[src/rtl/adder_pkg.sv]
// Shared definitions for the chunk-serial adder: controller states and the
// chunk-count helper used to size the datapath.
package adder_pkg;

  typedef enum logic [1:0] {
    IDLE = 2'd0,
    RUN  = 2'd1,
    DONE = 2'd2
  } state_t;

  function automatic int chunk_count(input int width, input int chunk);
    return width / chunk;
  endfunction

endpackage

[src/rtl/chunk_adder.sv]
// Combinational CHUNK-bit adder with carry in/out; the serial adder reuses
// one instance on every RUN cycle.
module chunk_adder #(
  parameter int CHUNK = 8
) (
  input  logic [CHUNK-1:0] a,
  input  logic [CHUNK-1:0] b,
  input  logic             cin,
  output logic [CHUNK-1:0] sum,
  output logic             cout
);

  assign {cout, sum} = {1'b0, a} + {1'b0, b} + {{CHUNK{1'b0}}, cin};

endmodule

[src/rtl/chunk_serial_adder.sv]
// Adds/subtracts two WIDTH-bit operands CHUNK bits per clock, LSB chunk first,
// publishing sum/cout/ovf together only when the last chunk completes.
module chunk_serial_adder #(
  parameter int WIDTH = 32,
  parameter int CHUNK = 8
) (
  input  logic             clk,
  input  logic             reset,
  input  logic             start,
  input  logic [WIDTH-1:0] a,
  input  logic [WIDTH-1:0] b,
  input  logic             cin,
  input  logic             sub,
  output logic             busy,
  output logic             done,
  output logic [WIDTH-1:0] sum,
  output logic             cout,
  output logic             ovf
);
  import adder_pkg::*;

  localparam int N  = chunk_count(WIDTH, CHUNK);
  localparam int CW = (N > 1) ? $clog2(N) : 1;
  localparam logic [CW-1:0] LAST = CW'(N - 1);

  if ((WIDTH % CHUNK) != 0) begin : g_bad_chunk
    $error("chunk_serial_adder: WIDTH must be an integer multiple of CHUNK");
  end

  state_t           r_state;
  state_t           w_state_next;
  logic [WIDTH-1:0] r_a;
  logic [WIDTH-1:0] r_b;
  logic [WIDTH-1:0] r_acc;
  logic [WIDTH-1:0] r_sum;
  logic [WIDTH-1:0] w_acc_next;
  logic             r_carry;
  logic             r_cout;
  logic             r_ovf;
  logic [CW-1:0]    r_cnt;
  logic [CHUNK-1:0] w_a_chunk;
  logic [CHUNK-1:0] w_b_chunk;
  logic [CHUNK-1:0] w_chunk_sum;
  logic             w_chunk_cout;
  logic             w_accept;
  logic             w_last;

  assign w_accept = start && (r_state != RUN);
  assign w_last   = (r_cnt == LAST);

  // NOTE: sequential state uses non-blocking assignments so every register
  // samples pre-edge values regardless of statement order.
  always_ff @(posedge clk) begin
    if (reset) r_state <= IDLE;
    else       r_state <= w_state_next;
  end

  // NOTE: every always_comb output gets a default first, so no path can
  // leave it unassigned and infer a latch.
  always_comb begin
    w_state_next = r_state;
    case (r_state)
      IDLE:    if (start) w_state_next = RUN;
      RUN:     if (w_last) w_state_next = DONE;
      DONE:    w_state_next = start ? RUN : IDLE;
      default: w_state_next = IDLE;
    endcase
  end

  always_comb begin
    w_a_chunk = '0;
    w_b_chunk = '0;
    for (int k = 0; k < N; k++) begin
      if (r_cnt == CW'(k)) begin
        w_a_chunk = r_a[k*CHUNK +: CHUNK];
        w_b_chunk = r_b[k*CHUNK +: CHUNK];
      end
    end
  end

  chunk_adder #(.CHUNK(CHUNK)) u_chunk_adder (
    .a    (w_a_chunk),
    .b    (w_b_chunk),
    .cin  (r_carry),
    .sum  (w_chunk_sum),
    .cout (w_chunk_cout)
  );

  // Partial result with the current chunk merged in; becomes sum on the last chunk.
  always_comb begin
    w_acc_next = r_acc;
    for (int k = 0; k < N; k++) begin
      if (r_cnt == CW'(k)) w_acc_next[k*CHUNK +: CHUNK] = w_chunk_sum;
    end
  end

  always_ff @(posedge clk) begin
    if (reset) begin
      r_a     <= '0;
      r_b     <= '0;
      r_acc   <= '0;
      r_carry <= 1'b0;
      r_cnt   <= '0;
      r_sum   <= '0;
      r_cout  <= 1'b0;
      r_ovf   <= 1'b0;
    end else if (w_accept) begin
      r_a     <= a;
      r_b     <= b ^ {WIDTH{sub}};
      r_carry <= cin ^ sub;
      r_cnt   <= '0;
      r_acc   <= '0;
    end else if (r_state == RUN) begin
      r_acc   <= w_acc_next;
      r_carry <= w_chunk_cout;
      r_cnt   <= w_last ? '0 : r_cnt + CW'(1);
      if (w_last) begin
        r_sum  <= w_acc_next;
        r_cout <= w_chunk_cout;
        r_ovf  <= (r_a[WIDTH-1] == r_b[WIDTH-1]) &&
                  (w_acc_next[WIDTH-1] != r_a[WIDTH-1]);
      end
    end
  end

  assign busy = (r_state == RUN);
  assign done = (r_state == DONE);
  assign sum  = r_sum;
  assign cout = r_cout;
  assign ovf  = r_ovf;

endmodule

[config.mk]
export PLATFORM = sky130hd
export DESIGN_NAME = chunk_serial_adder
export DESIGN_NICKNAME = d
export VERILOG_FILES = /design/src/rtl/adder_pkg.sv /design/src/rtl/chunk_adder.sv /design/src/rtl/chunk_serial_adder.sv
export SDC_FILE = /design/constraint.sdc
export NUM_CORES = 1
export LEC_CHECK = 0
export ABC_AREA = 1
export BUFFER_PORTS_ARGS = -buffer_cell sky130_fd_sc_hd__buf_2
export CAP_MARGIN = 10
export CORE_MARGIN = 2
export CORE_UTILIZATION = 41
export DETAILED_ROUTE_END_ITERATION = 10
export GPL_TIMING_DRIVEN = 0
export HOLD_SLACK_MARGIN = 0.03
export PLACE_DENSITY = 0.6
export SLEW_MARGIN = 10
export SYNTH_ARGS = -nofsm -noshare
export SYNTH_HDL_FRONTEND = slang
export SYNTH_SLANG_ARGS = --single-unit
[constraint.sdc]
create_clock -name clk -period 3.4 [get_ports clk]
set_clock_uncertainty 0.05 [all_clocks]
set_input_delay 0.68 -clock clk [delete_from_list [all_inputs] [get_ports clk]]
set_output_delay 0.68 -clock clk [all_outputs]
set_load 0.01 [all_outputs]
### Word-level counts from Yosys, hierarchy flattened

Index checks and enable logic that the tools add are counted.

* logic and storage cells: 52
* bits in registers: 135
* output and inout bits: 36

* muxes and demuxes: 19
* bitwise operators: 3
* equality and inequality tests: 10
* $add $sub $neg: 3
* reductions and logical operators: 8

Operators by type and width (number)
* 8-bit 2-to-1 mux: 12
* 32-bit bitwise XOR: 1
* 8-bit by 8-bit adder with 9-bit output: 1
* 9-bit by 1-bit adder with 9-bit output: 1
* 2-bit == test (second input constant): 3
* 2-bit 2-to-1 mux: 3
* 2-bit one-hot mux with 3 select lines: 1
* 2-bit by 1-bit == test with 1-bit output (second input constant): 2
* 2-bit zero test: 2
* 2-bit by 1-bit != test with 1-bit output (second input constant): 2
* 1-bit 2-to-1 mux: 3
* 3-bit AND reduction: 1
* 2-bit by 1-bit adder with 2-bit output (second input constant): 1
* 1-bit logical AND: 2
* 2-bit != test (second input constant): 1
* 2-bit AND reduction: 1
* 2-bit nonzero test: 1
* 2-bit OR reduction: 1
* 1-bit == test: 1
* 1-bit != test: 1
* 1-bit inverter: 1
* 1-bit bitwise XOR: 1

### Logic depth before layout (Yosys ltp)

Gate-level depths: netlist (run 1).

* depth after elaboration: 10
* mapped depth: 20
* depth with buffers taken out: 20

### By module

From an unflattened synthesis (run 1), not the netlist that was laid out.

* cell total of the unflattened synthesis: 829
* area total of the unflattened synthesis: 5978.2 µm²

Modules (own cells, without submodules)
* chunk_serial_adder: area an instance 5594.1 µm², cells each 770, instances 1, sequential area each 2562.5 µm²
* chunk_adder: area an instance 384.1 µm², cells each 59, instances 1, sequential area each 0.0 µm²

### Least setup slack after synthesis (run 1)

OpenSTA, ideal clock, no wires.

* kind: reg2reg
* start: reg r_cnt[1]
* end: reg r_acc[6]
* arrival: 2738 ps
* path buffers: 1
* setup slack: 503 ps
* required time: 3241 ps
* stages on the path, launching flop included: 19
* setup time: 109 ps
* cells stage by stage: dfxtp_1 -> inv_1 -> ha_1 -> clkinv_1 -> clkbuf_1 -> o21ai_0 -> o21ai_0 -> o21ai_0 -> fa_1 -> inv_1 -> fa_1 -> nand3_1 -> nand2_1 -> a21oi_1 -> xor2_1 -> o21ai_0 -> nand2_1 -> nand2_1 -> inv_1

* longest elaborated chain between the ends: 8
* elaborated cells on any way between the ends: 15

Ends and longest elaborated chain
* start, declared: RTL line chunk_serial_adder.sv:40 `logic [CW-1:0] r_cnt;`
* start signal, assigned: RTL line chunk_serial_adder.sv:116 `r_cnt <= w_last ? '0 : r_cnt + CW'(1);`
* 2-bit zero test: RTL line chunk_serial_adder.sv:74, chunk_serial_adder.sv:93
* 8-bit 2-to-1 mux (4 in series): RTL line chunk_serial_adder.sv:74 `if (r_cnt == CW'(k)) begin`
* 8-bit by 8-bit adder with 9-bit output: RTL line chunk_adder.sv:13 `assign {cout, sum} = {1'b0, a} + {1'b0, b} + {{CHUNK{1'b0}}, cin};`
* 9-bit by 1-bit adder with 9-bit output: RTL line chunk_adder.sv:13
* 8-bit 2-to-1 mux *: RTL line chunk_serial_adder.sv:93 `if (r_cnt == CW'(k)) w_acc_next[k*CHUNK +: CHUNK] = w_chunk_sum;`
* end signal, assigned: RTL line chunk_serial_adder.sv:114 `r_acc <= w_acc_next;`
* end, declared: RTL line chunk_serial_adder.sv:34 `logic [WIDTH-1:0] r_acc;`

Mark *: on every way between the ends. The rest lies on a longest branch, timed or not.
A chain may end at the register's enable or synchronous reset.

### Worst setup path after layout (run 1)

* start: reg r_cnt[0]
* end: reg r_sum[6] (netlist: sum[6])

* longest elaborated chain between the ends: 8
* elaborated cells on any way between the ends: 16

Ends and longest elaborated chain
* 2-bit zero test: RTL line chunk_serial_adder.sv:74, chunk_serial_adder.sv:93
* 8-bit 2-to-1 mux (4 in series): RTL line chunk_serial_adder.sv:74
* 8-bit by 8-bit adder with 9-bit output: RTL line chunk_adder.sv:13
* 9-bit by 1-bit adder with 9-bit output: RTL line chunk_adder.sv:13
* 8-bit 2-to-1 mux: RTL line chunk_serial_adder.sv:93
* end signal, assigned: RTL line chunk_serial_adder.sv:118 `r_sum <= w_acc_next;`
* end, declared: RTL line chunk_serial_adder.sv:35 `logic [WIDTH-1:0] r_sum;`

Parallel ways exist; a longest one is shown, timed or not.

==> flow_metrics.tcl, run 1 <==
set metrics [dict create \
    cts_buffer_depth 2 \
    synthMostInstantiatedCell "dfxtp_1" \
    antenna_found_initial 0 \
    status "finished clean" \
    portBuffers 102 \
    fmax_ghz 0.310 \
    dr.first_iter.drc_count 385 \
    cts.sinks 128 \
    seqCellArea_um2 2560 \
    power_frac_comb 0.154 \
    slew_headroom 0.532 \
    grt_max_degree 17 \
    via_per_inst 4.97 \
    synth_nets 892 \
    drtPass1Iterations 5 \
    multiInputGateArea_um2 2900 \
    cts_tree "yes" \
    netSwitchingFraction 0.266 \
    synth_top_area_cell "dfxtp_1" \
    synth_ff_type "dfxtp_1" \
    post-route-drc-count 0 \
    hold_path_class "reg2reg" \
    area_growth_pct 24.5 \
    yosysWarnings 0 \
    worst-path-max-fanout 10 \
    hold_path_depth 2 \
    design.die.area_um2 15700 \
    finish.utilization 0.519 \
    dieWidth_um 125 \
    ir_worst_vdd_mv 0.338 \
    yosys-top-cells-area "dfxtp_1 43%, o21ai_0 10%, nand2_1 6.4%, inv_1 5.9%, nor2_1 5.7%" \
    grt_pass1_vias 5229 \
    layout.nets 1019 \
    slew_violations 0 \
    ys_seq_area_frac 0.426 \
    dp_slack_ps -266 \
    async_reset_ff_frac 0 \
    finalHoldViolCount 0 \
    rr_worst_depth 19 \
    syn_area_um2 6020 \
    synthCells 810 \
    clock_latency_ps 420 \
    via_count 5634 \
    timing.final.ws_setup_ps 177 \
    chipHeight_um 125 \
    p_leak_nw 3.54 \
    core_um2 14400 \
    cts-root-buf "clkbuf_16" \
    cts_buffers 17 \
    path_class "reg2reg" \
    p_clk_frac 0.439 \
    synth_area_per_cell_um2 7.43 \
    dp_hpwl_um 12700 \
    post-route-period-util 0.948 \
    htree_levels 4 \
    setup_viol_count_final 0 \
    cp-start-kind "flip-flop" \
    post_drt_wl_per_cell_um 14.9 \
    ios 105 \
    rows 44 \
    start_util 0.417 \
    cap_violations 0 \
    antennaDiodeCount 0 \
    layout-drive-gt1-share 0.215 \
    power_density_nw_per_um2 532 \
    yosys_register_bits 128 \
    period_minus_slack_ps 3220 \
    ys_top_cells_by_count "128 x dfxtp_1, 125 x o21ai_0, 103 x nand2_1" \
    cp.required_ps 3670 \
    p_seq_frac 0.407 \
    grt_pass1_wl_um 27000 \
    hold_buffers 0 \
    drt_wl_total_um 16900 \
    cp-end-kind "flip-flop" \
    grt_use_total 0.219 \
    netlist.area_leader.share 0.426 \
    cp.arrival_ps 3490 \
    fillCellCount 1485 \
    synth-edff-count 0 \
    worst_pin_slew_ps 702 \
    ys_types 35 \
    power.switching_w 0.00106 \
    detail-route-antenna-nets 0 \
    cts.clk_slew.worst_paths_ps 50 \
    gr-total-overflow 0 \
    gp_congestion 0.869 \
    p_int_w 0.00293 \
]
flip-flops by register name, indices dropped and copies added (netlist names):
register	flops
r_carry	1
cout	1
r_a	32
r_acc	25
ovf	1
r_b	32
r_state	2
r_cnt	2
sum	32
power groups by stage:
stage	registers (W)	logic [W]	clock network, W
2_1_floorplan	0.00164	0.000391	0
3_3_place_gp	0.00165	0.000569	0
3_5_place_dp	0.00165	0.000574	0
4_1_cts	0.00162	0.000581	0.00177
5_1_grt	0.00163	0.000686	0.00185
6_report	0.00162	0.000613	0.00175
layer usage:
layer  GRT usage  part of all wire  wire, um
met5           0                 0         0
met4      0.0824             0.025       424
met3      0.0484             0.058       976
met2       0.344              0.45      7570
met1       0.296              0.47      7960
layout by cell type, fill, tap and decap left out, drive strengths merged, types with 2 or more instances in the layout:
cell type	instances
nor2	95
fa	2
xnor2	25
o21a	9
a21oi	52
clkinv	4
xor2	13
a211oi	9
dfxtp	128
nor3	2
o22ai	11
nand3	31
ha	11
or2	3
inv	100
o21ai	132
o211ai	10
clkbuf	53
nand2	104
a31oi	6
buf	136
o21bai	11
kinds of logic after synthesis:
| kind of cell | Yosys count | synth area share |
|---|---|---|
| xor+xnor | 38 | 0.0553 |
| buf+inv | 155 | 0.104 |
| flops | 128 | 0.426 |
| simple gates | 235 | 0.160 |
| fa+ha+maj | 13 | 0.0295 |
| compound gates | 241 | 0.225 |
per-stage QoR:
step                setup TNS (ps)  cell area, um2  hold slack (ps)  instances  total power (W)
finish                           0            7490              409       1134          0.00399
detailed placement           -2920            6760              396       1096          0.00223
floorplan                        0            6020              373        810          0.00203
global placement             -2890            6760              389       1096          0.00222
CTS                              0            7350              409       1128          0.00398
global route                 -18.4            7490              428       1134          0.00417
critical path: stages, from the launching register on:
cell	delay, ps
dfxtp_2	360
inv_2	70
ha_1	190
clkbuf_4	190
buf_4	200
a21oi_1	130
o21ai_0	80
o21ai_1	150
fa_2	240
inv_1	60
fa_1	400
nand3_1	100
nand2_1	100
a21oi_2	230
xor2_2	90
buf_4	160
o21ai_2	130
nand2_1	80
nand2_1	70
inv_1	30
final cells by class:
cell class	count	area share
multi-input cells	527	0.387
flip-flops and latches	128	0.342
inverters	101	0.0518
repair buffers	108	0.0741
clock inverters	5	0.00668
plain buffers	54	0.0379
clock buffers	27	0.0698
well taps	184	0.0307
final timing paths:
kind | from | to | slack, ps
worst max-delay path | r_cnt[0] | sum[6] | 180
worst min register to register | r_b[12] | r_b[12] | 410
worst min-delay path | r_b[12] | r_b[12] | 410
worst max register to register | r_cnt[0] | sum[6] | 180
timing repair:
| action | in CTS | in global routing |
|---|---|---|
| setup endpoints to repair | 25 | 41 |
| gates resized for setup | 7 | 54 |
| pin swaps | 0 | 3 |
| buffers inserted | 0 | 6 |
(Power assumes the default switching activity.)
==> run 2, diff against run 1 <==
Settings changed: CORE_UTILIZATION 41 to 50, PLACE_DENSITY 0.6 to 0.71.
==> run 2 against run 1 <==
Against the previous run:
- global-route usage rose by 3.8 points
- final cell count decreased by 3.7%
- die area down 17%
- critical endpoint is now r_acc[22]
- clock-buffer cell count fell by 6
- cell area fell by 0.80%
- sequential cell count unchanged
==> flow_metrics.tcl, run 2 (same netlist as run 1, synthesis figures left out) <==
set metrics [dict create \
    regToRegEndpoint "r_acc[22]" \
    cp.required_ps 3670 \
    post_drt_wl_per_cell_um 14.9 \
    gp_congestion 0.864 \
    via_count 5694 \
    slew_violations 0 \
    via_per_inst 5.21 \
    finalHoldViolCount 0 \
    r2r_start "r_cnt[0]" \
    cts.sinks 128 \
    reg2reg_slack_ps 160 \
    multiInputGateArea_um2 2900 \
    detail-route-antenna-nets 0 \
    ios 105 \
    drt_wl_total_um 16300 \
    slew_headroom 0.556 \
    grt_max_degree 17 \
    p_leak_nw 3.51 \
    tns_ps 0 \
    cts_buffer_depth 2 \
    hold_path_class "reg2reg" \
    post-route-period-util 0.952 \
    status "finished clean" \
    htree_levels 4 \
    grt_pass1_wl_um 25700 \
    rows 40 \
    design_area_um2 7430 \
    cts.clk_slew.worst_paths_ps 60 \
    antennaDiodeCount 0 \
    mostFrequentLayoutCells "127 x dfxtp_1, 119 x o21ai_0, 118 x buf_2" \
    dp_hpwl_um 12000 \
    cts_buffers 17 \
    path_class "reg2reg" \
    layout-drive-gt1-share 0.213 \
    cp-start-kind "flip-flop" \
    fillCellCount 1112 \
    setup_viol_count_final 0 \
    start_util 0.507 \
    cap_violations 0 \
    hold_path_depth 2 \
    core_um2 11900 \
    cts-root-buf "clkbuf_16" \
    grt_use_total 0.257 \
    dr.first_iter.drc_count 507 \
    design.die.area_um2 12900 \
    drtPass1Iterations 5 \
    area_growth_pct 23.5 \
    rr_worst_depth 19 \
    clock_latency_ps 420 \
    place_area_um2 6710 \
    timing.final.ws_setup_ps 164 \
    gr-total-overflow 0 \
    min_to "r_b[9]" \
    cp-end-kind "flip-flop" \
    finish.utilization 0.627 \
    layout.nets 1015 \
    grt_pass1_vias 5095 \
    worst_pin_slew_ps 666 \
    cp.arrival_ps 3510 \
    cts_tree "yes" \
    dp_slack_ps -311 \
    seqCellArea_um2 2560 \
    chipHeight_um 114 \
    period_minus_slack_ps 3240 \
    portBuffers 102 \
    fmax_ghz 0.309 \
    dieWidth_um 114 \
    antenna_found_initial 0 \
    final_common_cell "dfxtp_1" \
    power_density_nw_per_um2 544 \
    min_from "r_b[9]" \
    ir_worst_vdd_mv 0.266 \
    worst-path-max-fanout 10 \
    post-route-drc-count 0 \
]
==> run 2: cell count changes in the layout (fill, tap and decap cells not counted), moves of 2 or more <==
cell / change
buf_4: -4
clkinvlp_4: +4
clkbuf_1: -2
clkbuf_2: -2
clkbuf_8: -2
==> run 2: final cells by class <==
cell class | count | area share
tap | 147 | 0.0247
timing repair buffer | 104 | 0.0707
sequential | 128 | 0.345
clock inverter | 10 | 0.0148
clock buffer | 21 | 0.0646
inverter | 101 | 0.0522
buffer | 54 | 0.0379
multi-input combinational | 527 | 0.390
==> run 2: worst max path at each step <==
stage,startpoint,to,slack (ps),cells past startpoint
4_1_cts,r_cnt[0],r_acc[22],5,19
6_report,r_cnt[0],r_acc[22],160,19
3_3_place_gp,r_cnt[0],sum[6],-320,17
2_1_floorplan,r_cnt[1],r_acc[6],500,18
3_5_place_dp,r_cnt[1],r_acc[22],-310,18
5_1_grt,r_cnt[1],r_acc[23],-6,19
==> run 2: power by group <==
group          internal, W  switching (W)
logic             0.000221       0.000385
clock network      0.00115       0.000667
registers          0.00159      0.0000370
==> run 2: through the flow <==
step	hold slack [ps]	power [W]	cells
6_report	397	0.00404	1092
5_1_grt	429	0.00419	1092
4_1_cts	402	0.00402	1092
3_5_place_dp	392	0.00222	1059
3_3_place_gp	385	0.00221	1059
2_1_floorplan	373	0.00203	810
==> run 2: timing repair <==
action / in CTS / in global routing
resized for setup: 12 / 42
setup buffers: 2 / 0
hold buffers: 0 / 0
gates cloned: 0 / 0
pin swaps: 1 / 2
endpoints found under the setup margin: 32 / 44
==> run 2: critical path: stages, from the launching register on <==
cell and delay [ps]:
dfxtp_2 360, inv_2 80, ha_1 220, buf_6 150, buf_4 180, a21oi_1 150
o21ai_0 110, o21ai_1 160, fa_2 230, inv_1 60, fa_2 340, nand3_1 90
nand2_1 110, a21oi_2 250, xor2_2 100, buf_4 170, o21ai_1 150, nand2_1 70
nand2_1 70, inv_1 30
==> run 2: per-layer routing <==
metal	wire (um)	track usage	share of wire	up-vias
li1	-	-	-	2879
met1	7080	0.334	0.43	2574
met2	7730	0.429	0.47	216
met3	1170	0.0489	0.072	25
met4	326	0.0919	0.020	0
met5	0	0	0	-
==> run 3, diff against run 2 <==
Settings changed: CORE_UTILIZATION 50 to 56, CTS_BUF_LIST set to sky130_fd_sc_hd__clkbuf_16, GPL_TIMING_DRIVEN 0 to unset, PLACE_DENSITY 0.71 to 0.79.
==> run 3 against run 2 <==
Against the previous run:
- wire length decreased by 6.0%
- via count decreased by 0.56%
- core utilization increased by 7.7 points
- final cell count decreased by 4.0%
- critical path type unchanged
==> flow_metrics.tcl, run 3 (same netlist as run 1, synthesis figures left out) <==
set metrics [dict create \
    design_area_um2 7290 \
    dieWidth_um 108 \
    cts.clk_slew.worst_paths_ps 50 \
    gp_congestion 0.876 \
    grt_max_degree 55 \
    multiInputGateArea_um2 2900 \
    power.switching_w 0.00103 \
    htree_levels 4 \
    dp_slack_ps -29.0 \
    ios 105 \
    crit_path_max_incr_delay_ps 430 \
    via_per_inst 5.40 \
    place_area_um2 6580 \
    area_growth_pct 21.2 \
    start_util 0.580 \
    cp_common_cell "nand2_1" \
    post-route-period-util 0.928 \
    chipHeight_um 108 \
    power_frac_comb 0.146 \
    design.die.area_um2 11600 \
    post-route-drc-count 0 \
    cts_buffers 17 \
    p_clk_frac 0.449 \
    timing.final.ws_setup_ps 246 \
    gr-total-overflow 0 \
    cp_top_family "adder cells" \
    total_power_w 0.00402 \
    clock_latency_ps 410 \
    dp_cells 1009 \
    worst-path-buf-inv 4 \
    cp.arrival_ps 3410 \
    cts.sinks 128 \
    finalHoldViolCount 0 \
    path_cells "ha_1 -> inv_4 -> o21ai_0 -> fa_1 -> inv_1 -> fa_1 -> nand3_1 -> nand2_1 -> a21oi_2 -> xor2_2 -> buf_4 -> o21ai_1 -> nand2_1 -> nand2_1 -> inv_1" \
    period_minus_slack_ps 3150 \
    post_drt_wl_per_cell_um 14.6 \
    cap_violations 0 \
    power_density_nw_per_um2 552 \
    mostFrequentLayoutCells "127 x dfxtp_1, 121 x o21ai_0, 104 x buf_2" \
    layout-drive-gt1-share 0.194 \
    grt_use_total 0.270 \
    dp_hpwl_um 10600 \
    antennaDiodeCount 0 \
    ir_worst_vdd_mv 0.334 \
    rows 37 \
    p_seq_frac 0.405 \
    drt_wl_total_um 15300 \
    drtPass1Iterations 6 \
    cts_buffer_depth 2 \
    fmax_ghz 0.317 \
    portBuffers 104 \
    rr_worst_depth 15 \
    hold_buffers 0 \
    cp.required_ps 3660 \
    cts_tree "yes" \
    dr.first_iter.drc_count 372 \
    final_common_cell "dfxtp_1" \
    via_count 5662 \
    hold_path_depth 2 \
    setup_viol_count_final 0 \
    cp-start-kind "flip-flop" \
    p_leak_nw 3.47 \
    status "finished clean" \
    cts-root-buf "clkbuf_16" \
    slew_violations 0 \
    cp-end-kind "flip-flop" \
    tns_ps 0 \
    netSwitchingFraction 0.256 \
    cp_slowest_cell "dfxtp_1" \
    grt_pass1_wl_um 24600 \
    fillCellCount 871 \
    worst_pin_slew_ps 870 \
    slew_headroom 0.420 \
    layout.nets 982 \
    detail-route-antenna-nets 0 \
    worst-path-max-fanout 34 \
    grt_pass1_vias 5209 \
    hold_path_class "reg2reg" \
    core_um2 10400 \
    p_int_w 0.00300 \
    seqCellArea_um2 2560 \
    fin_cells 1048 \
    cp.depth 15 \
    path_class "reg2reg" \
    antenna_found_initial 0 \
]
run 3: per-layer routing:
metal  track usage  share of wire  up-vias
met5             0              0        -
met4        0.0916          0.018        0
met3        0.0611          0.067       25
met2         0.446           0.48      223
met1         0.347           0.44     2594
li1              -              -     2820
run 3: tightest hold or removal path, stage by stage, from the launching register on:
cell     delay, ps
dfxtp_1        290
inv_1           60
a21oi_1         50
run 3: what timing repair did:
| action | 4_1_cts | 5_1_grt |
|---|---|---|
| gates cloned | 0 | 1 |
| gates resized for setup | 1 | 21 |
| pin swaps | 0 | 3 |
| setup buffers | 0 | 7 |
| setup endpoints to repair | 6 | 43 |
run 3: metrics by stage:
stage           util  hold WS, ps
6_report       0.703          403
5_1_grt        0.703          427
4_1_cts        0.691          403
3_5_place_dp   0.634          395
3_3_place_gp   0.634          388
2_1_floorplan      -          373
run 3: power by group through the flow:
stage,clock (W),combinational [W],sequential (W)
finish,0.00181,0.000587,0.00163
global route,0.00190,0.000653,0.00163
CTS,0.00183,0.000554,0.00163
detailed placement,0,0.000547,0.00166
global placement,0,0.000533,0.00165
floorplan,0,0.000391,0.00164
run 3: cell type report:
class                      count  area share
clock buffer                  17      0.0583
clock inverter                14      0.0218
inverter                     101      0.0532
multi-input combinational    527       0.397
sequential                   128       0.351
tap                          136      0.0233
timing repair buffer         124      0.0942
timing repair inverter         1    0.000686
run 3: path summary, 6_finish.rpt:
kind	slack, ps	from	endpoint
min reg2reg	400	r_b[0]	r_b[0]
min	400	r_b[0]	r_b[0]
max	250	r_cnt[0]	r_acc[22]
max reg2reg	250	r_cnt[0]	r_acc[22]
